File: src/rtl/fpu_issue_sequencer.sv
// Queues 8087 ESC instructions and issues them to the FPU one at a time, returning one
// result record per instruction in program order (with a completion timeout).
module fpu_issue_sequencer #(
  parameter int unsigned DEPTH   = 4,
  parameter int unsigned TIMEOUT = 1024,
  parameter int unsigned CNT_W   = 3
) (
  input  logic             clk,
  input  logic             reset,
  input  logic             enq_valid,
  output logic             enq_ready,
  input  logic [7:0]       enq_opcode,
  input  logic [7:0]       enq_modrm,
  input  logic [79:0]      enq_data,
  input  logic             flush,
  output logic [7:0]       fpu_opcode,
  output logic [7:0]       fpu_modrm,
  output logic [79:0]      fpu_data_in,
  output logic             fpu_execute,
  input  logic             fpu_ready,
  input  logic             fpu_error,
  input  logic [79:0]      fpu_data_out,
  output logic             res_valid,
  output logic [79:0]      res_data,
  output logic             res_error,
  output logic             res_timeout,
  output logic             busy,
  output logic [CNT_W-1:0] queue_count
);

  localparam int unsigned PtrW = (DEPTH > 1) ? $clog2(DEPTH) : 1;
  localparam int unsigned TmrW = $clog2(TIMEOUT + 1);

  typedef enum logic [1:0] {StIdle, StIssue, StWait, StDone} state_e;

  state_e            state_q, state_d;
  logic [95:0]       mem_q [DEPTH];
  logic [PtrW-1:0]   wr_ptr_q, wr_ptr_d, rd_ptr_q, rd_ptr_d;
  logic [CNT_W-1:0]  count_q, count_d;
  logic [TmrW-1:0]   timer_q, timer_d;
  logic [7:0]        fpu_opcode_q, fpu_opcode_d, fpu_modrm_q, fpu_modrm_d;
  logic [79:0]       fpu_data_in_q, fpu_data_in_d, res_data_q, res_data_d;
  logic              res_error_q, res_error_d, res_timeout_q, res_timeout_d;
  logic              push, pop;

  assign enq_ready = (count_q < CNT_W'(DEPTH));
  // Flush drops a same-cycle enqueue and holds off the pop so nothing new is issued.
  assign push      = enq_valid && enq_ready && !flush;
  assign pop       = (state_q == StIdle) && (count_q != '0) && !flush;

  always_comb begin
    wr_ptr_d = wr_ptr_q;
    rd_ptr_d = rd_ptr_q;
    count_d  = count_q;
    if (flush) begin
      wr_ptr_d = '0;
      rd_ptr_d = '0;
      count_d  = '0;
    end else begin
      if (push) wr_ptr_d = wr_ptr_q + PtrW'(1);
      if (pop)  rd_ptr_d = rd_ptr_q + PtrW'(1);
      if (push && !pop)      count_d = count_q + CNT_W'(1);
      else if (!push && pop) count_d = count_q - CNT_W'(1);
    end
  end

  always_comb begin
    state_d       = state_q;
    timer_d       = timer_q;
    fpu_opcode_d  = fpu_opcode_q;
    fpu_modrm_d   = fpu_modrm_q;
    fpu_data_in_d = fpu_data_in_q;
    res_data_d    = res_data_q;
    res_error_d   = res_error_q;
    res_timeout_d = res_timeout_q;
    unique case (state_q)
      StIdle: begin
        if (pop) begin
          {fpu_opcode_d, fpu_modrm_d, fpu_data_in_d} = mem_q[rd_ptr_q];
          state_d = StIssue;
        end
      end
      StIssue: begin
        timer_d = '0;
        state_d = StWait;
      end
      StWait: begin
        timer_d = timer_q + TmrW'(1);
        // First WAIT cycle (timer 0) may still see the pre-execute ready level.
        if ((timer_q != '0) && fpu_ready) begin
          res_data_d    = fpu_data_out;
          res_error_d   = fpu_error;
          res_timeout_d = 1'b0;
          state_d       = StDone;
        end else if (timer_q == TmrW'(TIMEOUT - 1)) begin
          res_data_d    = '0;
          res_error_d   = 1'b1;
          res_timeout_d = 1'b1;
          state_d       = StDone;
        end
      end
      StDone: state_d = StIdle;
      default: state_d = StIdle;
    endcase
  end

  always_ff @(posedge clk) begin
    if (reset) begin
      state_q       <= StIdle;
      wr_ptr_q      <= '0;
      rd_ptr_q      <= '0;
      count_q       <= '0;
      timer_q       <= '0;
      fpu_opcode_q  <= '0;
      fpu_modrm_q   <= '0;
      fpu_data_in_q <= '0;
      res_data_q    <= '0;
      res_error_q   <= 1'b0;
      res_timeout_q <= 1'b0;
    end else begin
      if (push) mem_q[wr_ptr_q] <= {enq_opcode, enq_modrm, enq_data};
      state_q       <= state_d;
      wr_ptr_q      <= wr_ptr_d;
      rd_ptr_q      <= rd_ptr_d;
      count_q       <= count_d;
      timer_q       <= timer_d;
      fpu_opcode_q  <= fpu_opcode_d;
      fpu_modrm_q   <= fpu_modrm_d;
      fpu_data_in_q <= fpu_data_in_d;
      res_data_q    <= res_data_d;
      res_error_q   <= res_error_d;
      res_timeout_q <= res_timeout_d;
    end
  end

  assign fpu_opcode  = fpu_opcode_q;
  assign fpu_modrm   = fpu_modrm_q;
  assign fpu_data_in = fpu_data_in_q;
  assign fpu_execute = (state_q == StIssue);
  assign res_valid   = (state_q == StDone);
  assign res_data    = res_data_q;
  assign res_error   = res_error_q;
  assign res_timeout = res_timeout_q;
  assign busy        = (count_q != '0) || (state_q != StIdle);
  assign queue_count = count_q;

endmodule

File: config.mk
export PLATFORM = sky130hd
export DESIGN_NAME = fpu_issue_sequencer
export DESIGN_NICKNAME = d
export VERILOG_FILES = /design/src/rtl/fpu_issue_sequencer.sv
export SDC_FILE = /design/constraint.sdc
export NUM_CORES = 1
export LEC_CHECK = 0
export ABC_CLOCK_PERIOD_IN_PS = 10800
export CAP_MARGIN = 20
export CORE_ASPECT_RATIO = 0.9
export CORE_MARGIN = 5
export CORE_UTILIZATION = 35
export DETAILED_ROUTE_END_ITERATION = 10
export GPL_ROUTABILITY_DRIVEN = 0
export SLEW_MARGIN = 10
export SYNTH_ARGS = -nofsm -noshare
export SYNTH_HDL_FRONTEND = slang
export SYNTH_SLANG_ARGS = --single-unit
File: constraint.sdc
create_clock -name clk -period 10.8 [get_ports clk]
set_input_delay 1.62 -clock clk [delete_from_list [all_inputs] [get_ports clk]]
set_output_delay 1.62 -clock clk [all_outputs]
set_load 0.05 [all_outputs]
==> flow_summary.yaml <==
outcome:
  outcome: "complete, no violations"
floorplan:
  die_area_sq_um: 64500
  core_area_sq_um: 58600
  die-height_um: 241
  die_w_um: 267
  initial_core_util_pct: 35.5
  num_rows: 84
  ios: 367
logic_synthesis:
  synth_xor_area_share_pct: 0.547
  ys.flop_type: "edfxtp_1"
  yosysWarnings: 0
  synth_top_family_by_area: "multiplexers"
  synth-seq-area-share_pct: 74.4
  async_reset_ff_share_pct: 0
  synthSimpleGateAreaFrac_pct: 4.82
  synthCells: 1242
  ys_types: 38
  synth_area_leader_cell: "edfxtp_1"
  syn-num-nets: 1437
  ys_top_cells_by_area: "edfxtp_1 (55%), dfxtp_1 (19%), mux4_2 (10%), a32o_1 (3.9%), nand2_1 (3.6%)"
  synth-edff-count: 384
  synth_mux_area_share_pct: 10.5
  syn_area_sq_um: 20800
  avgSynthCellArea_sq_um: 16.8
  synth_compound_area_share_pct: 6.73
  synthAdderAreaFrac_pct: 0.817
  synth_top_cell_area_share_pct: 55.4
  ys_ff_latch: 582
final_layout:
  stdcell_count: 2423
  fin_nets: 1794
  antennaDiodeCount: 0
  multi_input_area_sq_um: 4900
  register_area_sq_um: 15500
  fillers: 5003
  fin_area_sq_um: 27300
  final_cell_mix: "edfxtp_1 (384), clkdlybuf4s50_1 (365), nand2_1 (197)"
  drive_above_1_share_pct: 13.9
  mostFrequentLayoutCell: "edfxtp_1"
  finalCoreUtilization_pct: 46.5
  area_growth_pct: 31.0
timing:
  worst_slew_pin_slew_ns: 1.03
  finalMaxSlewViolations: 0
  finalCritPeriodShare_pct: 36.2
  finClkSkew_ns: 0.0189
  rsz0062_at_grt: "no"
  setup_viol: 0
  relSlewSlack_pct: 31.5
  finalCriticalPeriod_ns: 3.91
  finalSetupTns_ns: 0
  finalHoldViolations: 0
  timing.fmax_ghz: 0.256
route:
  drt_first_pass_iters: 5
  via_per_inst: 4.96
  route.detailed.drc: 0
  ant_nets: 0
  drt_first_iter_violations: 697
  vias: 12000
  drt-total-wl_mm: 50.8
  wl_per_cell_um: 20.9
power:
  total_power_w: 0.00507
  peakVddDrop_v: 0.000137
  p_leak_nw: 8.68
  power_density_nw_per_um2: 186
critical_path:
  crit_path_start: "state_q[0]"
  crit_path_start_kind: "register"
  cpLargestDelayFamily: "buffers and inverters"
  critPathArrivalTime_ns: 2.29
  reg2reg_from: "state_q[0]"
  path_cells: "inv_1, ha_1, nand2_1, clkdlybuf4s50_1"
  end_kind: "output port"
  crit_fanout: 5
  worstPathRequired_ns: 9.18
  cp_slowest_cell: "clkdlybuf4s50_1"
  critPathKind: "register to output port"
  critPathBufInv: 2
  cpPeakStageDelay_ns: 0.84
clocking:
  ctsHoldBuffers: 0
  cts_setup_buffers: 0
  ctsHtreeMaxLevel: 2
  clock_path_buffers: 3
  cts.sinks: 582
  cts_buffers: 59
  clk_latency_ns: 0.61
  clk_pin_slew_ns: 0.06
  tritoncts: "yes"
  cts_resized: 0
  ctsRootBufferMaster: "clkbuf_16"
placed_design:
  place_area_sq_um: 25200
  post-dp-hpwl_mm: 31.9
  dpl.cell_count: 2312
  port_buffers: 366
min_path:
  min_path_type: "register to register"
  worstHoldStart: "fpu_data_in[18]"
global_routing:
  grt_first_pass_wirelength_mm: 76.2
  grt_pass1_vias: 12500
  overflow: 0
  antenna_found_initial: 5
  grt_max_degree: 83
  gr-usage-all-layers_pct: 15.3
job:
  max_cap_violations: 0
==> power by group <==
group / switching [W] / total (W) / internal [W]
sequential: 0.0000297 / 0.00245 / 0.00242
combinational: 0.000307 / 0.000498 / 0.000190
clock: 0.000866 / 0.00212 / 0.00126
total: 0.00120 / 0.00507 / 0.00387
==> worst paths after layout <==
kind                            cells after the start              end  slack [ns]
worst max register to register                     11   queue_count[2]        7.60
worst min-delay path                                2  fpu_data_in[18]        0.45
worst min register to register                      2  fpu_data_in[18]        0.45
worst max-delay path                                4             busy        6.89
==> cells by family (layout without fill, tap and decap cells) <==
family | count (synthesis) | count (layout)
compound gates | 191 | 191
mux | 98 | 98
xor+xnor | 13 | 13
flops | 582 | 582
simple gates | 244 | 244
buf+inv | 101 | 508
fa+ha+maj | 13 | 13
==> synth_stat cells, types with 6 or more instances <==
cell      count
edfxtp_1    384
dfxtp_1     198
nand2_1     197
a21oi_1     101
mux4_2       96
a32o_1       81
clkbuf_1     61
nor2_1       16
inv_1        14
ha_1         12
buf_2         9
buf_6         8
xor2_1        8
buf_1         6
==> sequential cells by signal (all words and copies together) (netlist names) <==
| signal | cells |
|---|---|
| res_error | 1 |
| timer_q | 11 |
| rd_ptr_q | 2 |
| fpu_modrm | 8 |
| queue_count | 3 |
| fpu_opcode | 8 |
| fpu_data_in | 80 |
| res_data | 80 |
| res_timeout | 1 |
| state_q | 2 |
| wr_ptr_q | 2 |
| mem_q | 384 |
==> through the flow <==
stage / hold slack [ns] / worst slack [ns]
global route: 0.468 / 6.73
global placement: 0.444 / 6.21
CTS: 0.456 / 6.81
floorplan: 0.471 / 5.64
finish: 0.453 / 6.89
detailed placement: 0.447 / 6.23
==> cell type report <==
| cell class | count | area share (%) |
|---|---|---|
| timing repair buffer | 381 | 13.8 |
| multi-input combinational | 559 | 18.0 |
| sequential | 582 | 56.8 |
| clock buffer | 76 | 6.22 |
| inverter | 16 | 0.229 |
| tap | 774 | 3.55 |
| clock inverter | 35 | 1.37 |
==> layer usage <==
layer	share of wire [%]	wire [um]	vias up	GRT usage [%]
met2	49	24600	400	25.8
met3	7.6	3860	77	4.14
met4	2.5	1250	8	4.67
met1	41	21000	6011	19.5
li1	-	-	5521	-
met5	0.11	54	-	0
==> worst min-delay path: stages (launching register included) <==
cell,delay (ns)
dfxtp_1,0.31
nand2_1,0.05
a21oi_1,0.05
(Power assumes the default switching activity.)
